==> config.mk <==
export PLATFORM = sky130hd
export DESIGN_NAME = shift_mix_columns_flat
export DESIGN_NICKNAME = d
export VERILOG_FILES = /design/src/rtl/shift_mix_columns_if.sv /design/src/rtl/shift_mix_columns.sv /design/src/flat_wrapper.sv
export SDC_FILE = /design/constraint.sdc
export NUM_CORES = 1
export LEC_CHECK = 0
export CAP_MARGIN = 0
export CORE_UTILIZATION = 30
export DETAILED_ROUTE_END_ITERATION = 16
export PLACE_DENSITY_LB_ADDON = 0.05
export SLEW_MARGIN = 40
export SYNTH_ARGS = -nofsm -noshare
export SYNTH_HDL_FRONTEND = slang
export SYNTH_SLANG_ARGS = --single-unit
==> constraint.sdc <==
create_clock -name clk_i -period 4.7 [get_ports clk_i]
set_clock_uncertainty 0.1 [all_clocks]
set_input_delay 0.94 -clock clk_i [delete_from_list [all_inputs] [get_ports clk_i]]
set_output_delay 0.94 -clock clk_i [all_outputs]
set_load 0.02 [all_outputs]
==> src/rtl/shift_mix_columns_if.sv <==
// Handshake bus for the AES ShiftRows/MixColumns stage: upstream valid/ready with
// the subBytes state in, downstream valid/ready with the mixed state out.
interface shift_mix_columns_if;
   logic                    valid_i;
   logic                    ready_o;
   logic [3:0][3:0][7:0]    state_i;
   logic                    last_round_i;
   logic                    valid_o;
   logic                    ready_i;
   logic [3:0][3:0][7:0]    state_o;

   modport slave (
      input  valid_i, state_i, last_round_i, ready_i,
      output ready_o, valid_o, state_o
   );

   modport master (
      output valid_i, state_i, last_round_i, ready_i,
      input  ready_o, valid_o, state_o
   );
endinterface

==> src/rtl/shift_mix_columns.sv <==
// AES forward round stage after subBytes: ShiftRows on accept, then MixColumns one
// column per cycle (skipped in the final round), result held until handed off.
module shift_mix_columns (
   input  logic               clk_i,
   input  logic               rst_i,
   shift_mix_columns_if.slave bus
);

   typedef enum logic [1:0] {IDLE, MIX, DONE} fsm_t;

   fsm_t                    fsm_q, fsm_d;
   logic [1:0]              col_q, col_d;
   logic [3:0][3:0][7:0]    blk_q, blk_d;
   logic [3:0][7:0]         col_in, col_out;

   function automatic logic [7:0] xtime(input logic [7:0] x);
      return {x[6:0], 1'b0} ^ (x[7] ? 8'h1B : 8'h00);
   endfunction

   function automatic logic [7:0] mul3(input logic [7:0] x);
      return xtime(x) ^ x;
   endfunction

   function automatic logic [3:0][7:0] mix_col(input logic [3:0][7:0] a);
      logic [3:0][7:0] b;
      b[0] = xtime(a[0]) ^ mul3(a[1]) ^ a[2]        ^ a[3];
      b[1] = a[0]        ^ xtime(a[1]) ^ mul3(a[2]) ^ a[3];
      b[2] = a[0]        ^ a[1]        ^ xtime(a[2]) ^ mul3(a[3]);
      b[3] = mul3(a[0])  ^ a[1]        ^ a[2]        ^ xtime(a[3]);
      return b;
   endfunction

   // Row r rotates left by r bytes: out[r][c] = in[r][(c+r) mod 4].
   function automatic logic [3:0][3:0][7:0] shift_rows(input logic [3:0][3:0][7:0] s);
      logic [3:0][3:0][7:0] o;
      logic [1:0]           src;
      for (int r = 0; r < 4; r++) begin
         for (int c = 0; c < 4; c++) begin
            src     = 2'(r + c);
            o[r][c] = s[r][src];
         end
      end
      return o;
   endfunction

   always_comb begin
      col_in = '0;
      for (int r = 0; r < 4; r++) begin
         col_in[r] = blk_q[r][col_q];
      end
      col_out = mix_col(col_in);
   end

   always_comb begin
      fsm_d = fsm_q;
      col_d = col_q;
      blk_d = blk_q;
      case (fsm_q)
         IDLE: begin
            if (bus.valid_i) begin
               blk_d = shift_rows(bus.state_i);
               col_d = 2'd0;
               fsm_d = bus.last_round_i ? DONE : MIX;
            end
         end
         MIX: begin
            for (int r = 0; r < 4; r++) begin
               blk_d[r][col_q] = col_out[r];
            end
            col_d = col_q + 2'd1;
            if (col_q == 2'd3) begin
               fsm_d = DONE;
            end
         end
         DONE: begin
            if (bus.ready_i) begin
               fsm_d = IDLE;
            end
         end
         default: fsm_d = IDLE;
      endcase
   end

   always_ff @(posedge clk_i or posedge rst_i) begin
      if (rst_i) begin
         fsm_q <= IDLE;
         col_q <= 2'd0;
         blk_q <= '0;
      end else begin
         fsm_q <= fsm_d;
         col_q <= col_d;
         blk_q <= blk_d;
      end
   end

   assign bus.ready_o = (fsm_q == IDLE);
   assign bus.valid_o = (fsm_q == DONE);
   assign bus.state_o = blk_q;

endmodule

==> src/flat_wrapper.sv <==
// flat-port wrapper written by rule: the top's interface ports become plain ports
module shift_mix_columns_flat 
  (clk_i, rst_i, bus_valid_i, bus_state_i, bus_last_round_i, bus_ready_i, bus_ready_o, bus_valid_o, bus_state_o);
  shift_mix_columns_if bus_i ();
  input  logic clk_i;
  input  logic rst_i;
  input wire logic [$bits(bus_i.valid_i)-1:0] bus_valid_i;
  input wire logic [$bits(bus_i.state_i)-1:0] bus_state_i;
  input wire logic [$bits(bus_i.last_round_i)-1:0] bus_last_round_i;
  input wire logic [$bits(bus_i.ready_i)-1:0] bus_ready_i;
  output wire logic [$bits(bus_i.ready_o)-1:0] bus_ready_o;
  output wire logic [$bits(bus_i.valid_o)-1:0] bus_valid_o;
  output wire logic [$bits(bus_i.state_o)-1:0] bus_state_o;
  assign bus_i.valid_i = bus_valid_i;
  assign bus_i.state_i = bus_state_i;
  assign bus_i.last_round_i = bus_last_round_i;
  assign bus_i.ready_i = bus_ready_i;
  assign bus_ready_o = bus_i.ready_o;
  assign bus_valid_o = bus_i.valid_o;
  assign bus_state_o = bus_i.state_o;
  shift_mix_columns u_core (.clk_i(clk_i), .rst_i(rst_i), .bus(bus_i));
endmodule
==> out/qor.csv <==
stage,metric,value,unit
worst_setup_path,worst-path cell chain,buf_4 -> mux4_2 -> xnor3_1 -> xor2_1 -> o21ai_0,
status,status,completed,
logic_synthesis,Synth area leader,dfrtp_1,
placement,HPWL Detailed,22500,um
clocking,postcts setup bufs,0,
finish,share of post-route cells with drive strength above 1,10.2,%
global_route,vias in the first global route,7516,
global_route,GRT Resource Usage Total,23.6,%
global_route,initial antenna violation count,0,
floorplan,Row Count,59,
logic_synthesis,Yosys cell types,42,
timing,endpoints failing setup,0,
timing,max_slew headroom,51.9,%
timing,minimum clock period,3.05,ns
clocking,CTS Hold Bufs,0,
logic_synthesis,ys async rst share,100,%
worst_setup_path,Worst Path Arrival,3.24,ns
timing,fmax,0.328,GHz
logic_synthesis,"FF+latch count, synth",132,
global_route,pin count of the biggest net entering global routing,82,
clocking,cts bufs inserted,17,
worst_setup_path,startpoint class of the critical path,flip-flop,
route,DR WL/cell,24.6,um
clocking,CTS clock-pin slew for the worst setup and hold paths,0.06,ns
floorplan,Die H,167,um
worst_setup_path,worst endpoint required time,4.89,ns
clocking,Clock Tree Root,clkbuf_16,
timing,setup_tns,0,ns
worst_setup_path,Crit Path Category,flip-flop to flip-flop,
worst_setup_path,CP top delay family,XOR/XNOR gates,
global_route,Top Usage Layer GRT,met2,
placement,port bufs,262,
global_route,GRT met1 Usage,32.9,%
timing,Slew Limit Fails,0,
timing,endpoints failing hold,0,
flow_run,max cap viols,0,
route,via count,7127,
timing,fin crit share,64.9,%
logic_synthesis,Post-synth EDFFs,0,
worst_hold_path,HP Class,flip-flop to flip-flop,
clocking,H-tree depth,4,
logic_synthesis,"Top FF cell, synth",dfrtp_1,
global_route,first-pass GRT wire length,48700,um
floorplan,Die Area,0.0279,mm2
clocking,post_cts resized,0,
logic_synthesis,area share of the largest cell type after synthesis,40.5,%
placement,gpl congestion,0.771,
finish,n_diodes,0,
worst_setup_path,Max Fanout on Critical Path,25,
worst_setup_path,Worst Path Buf+Inv,1,
route,WL final,32400,um
global_route,M3 GR Usage,4.71,%
timing,slew of the pin with the lowest slew margin,0.721,ns
logic_synthesis,"Avg Cell Area, Syn",10.9,um2
clocking,Num Clock Sinks,132,
worst_setup_path,R2R setup slack,1.65,ns
clocking,Clock Latency Late Sink,0.43,ns
route,iteration-0 DRC count of the detailed router,479,
clocking,Clock Path Buffers,2,
worst_setup_path,max incr delay on CP,0.84,ns
logic_synthesis,Yosys warning count,0,
logic_synthesis,"top cells by area, synth","dfrtp_1 40%, a21oi_1 8.5%, xnor3_1 7.7%",
timing,RSZ-0062 raised after global routing,false,
floorplan,Chip Width,167,um
finish,nets,1108,
route,ANT nets after route,0,
route,router iterations before antenna repair,4,
clocking,CTS tree,done,
route,Via density,5.40,
finish,synthesis-to-layout area growth,42.0,%
worst_setup_path,slowest CP cell,dfrtp_2,
worst_setup_path,kind of end point of the critical path,flip-flop,
logic_synthesis,Syn Inst Count,747,
global_route,met2 Use GR,37.7,%
logic_synthesis,sequential area share after synthesis,40.5,%
logic_synthesis,Synth Net Count,884,
global_route,remaining global-route overflow,0,
logic_synthesis,synth cell count leaders,"138 x a21oi_1, 132 x dfrtp_1, 87 x o21ai_0",
logic_synthesis,synthesized cell area,0.00816,mm2
logic_synthesis,"count leader, synth",a21oi_1,
finish,FILL cells,2524,
floorplan,IO Pins,263,
route,DRC,0,
floorplan,Starting Density,31.0,%
floorplan,Core ar.,0.0264,mm2
[worst reg2reg max path: stages (launching register included)]
cell and delay (ns):
dfrtp_2 0.84, buf_4 0.39, mux4_2 0.55, xnor3_1 0.49
xor2_1 0.41, o21ai_0 0.14
[stage by stage]
step           setup WS (ns)  hold slack, ns  cells  area, um2  util [%]
2_1_floorplan          0.134           0.509    747       8160         -
3_3_place_gp            1.14           0.398   1286      11000      41.8
3_5_place_dp            1.25           0.407   1287      11000      41.9
4_1_cts                 1.60           0.421   1319      11600      43.9
5_1_grt                 1.45           0.445   1319      11600      43.9
6_report                1.65           0.420   1319      11600      43.9
[kinds of logic (layout without fill, tap and decap cells)]
| logic type | after synthesis | in the layout | share of synthesized area [%] |
|---|---|---|---|
| xor gates and xnor gates | 79 | 79 | 16.4 |
| buffers and inverters | 78 | 315 | 4.49 |
| AOI/OAI and AO/OA | 289 | 289 | 19.0 |
| muxes | 33 | 33 | 9.46 |
| DFF | 132 | 132 | 40.5 |
| and+or+nand+nor | 132 | 132 | 9.53 |
| adders and majority gates | 4 | 4 | 0.614 |
[sequential cells by signal (all words and copies together) (netlist names)]
name	cells
u_core.bus.state_o	128
u_core.col_q	2
u_core.fsm_q	2
[metal layers]
| layer | vias to the layer above | wire [um] |
|---|---|---|
| met5 | - | 0 |
| li1 | 3244 | - |
| met4 | 0 | 366 |
| met3 | 29 | 1700 |
| met1 | 3596 | 15100 |
| met2 | 258 | 15300 |
[cells in the final DEF (no fill, tap or decap), drive strengths merged, types with 11 or more instances in the layout]
master / instances
xnor2: 27
o22ai: 29
and3: 71
clkdlybuf4s50: 262
xor3: 11
nor2: 32
dfrtp: 132
o21ai: 102
a21oi: 139
xor2: 12
mux4: 32
xnor3: 29
clkbuf: 18
buf: 16
[final timing paths]
check	cells after the start	endpoint	from
setup / recovery	5	u_core.bus.state_o[7]	u_core.col_q[1]
hold / removal	2	u_core.bus.state_o[8]	u_core.bus.state_o[8]
setup reg to reg	5	u_core.bus.state_o[7]	u_core.col_q[1]
hold reg to reg	2	u_core.bus.state_o[8]	u_core.bus.state_o[8]
max in group asynchronous	3	u_core.bus.state_o[113]	rst_i
min in group asynchronous	2	u_core.bus.state_o[6]	rst_i
[cell type report]
| type | instances | area (um2) | area share [%] |
|---|---|---|---|
| Sequential cell | 132 | 3310 | 28.5 |
| Clock buffer | 18 | 429 | 3.71 |
| Multi-Input combinational cell | 537 | 4510 | 39.0 |
| Tap cell | 335 | 419 | 3.62 |
| Timing Repair Buffer | 278 | 2780 | 24.0 |
| Clock inverter | 14 | 104 | 0.897 |
| Inverter | 5 | 26.3 | 0.227 |
Power is not shown: default switching activity piles up to over one toggle a cycle in this logic, so the estimate is an artifact.
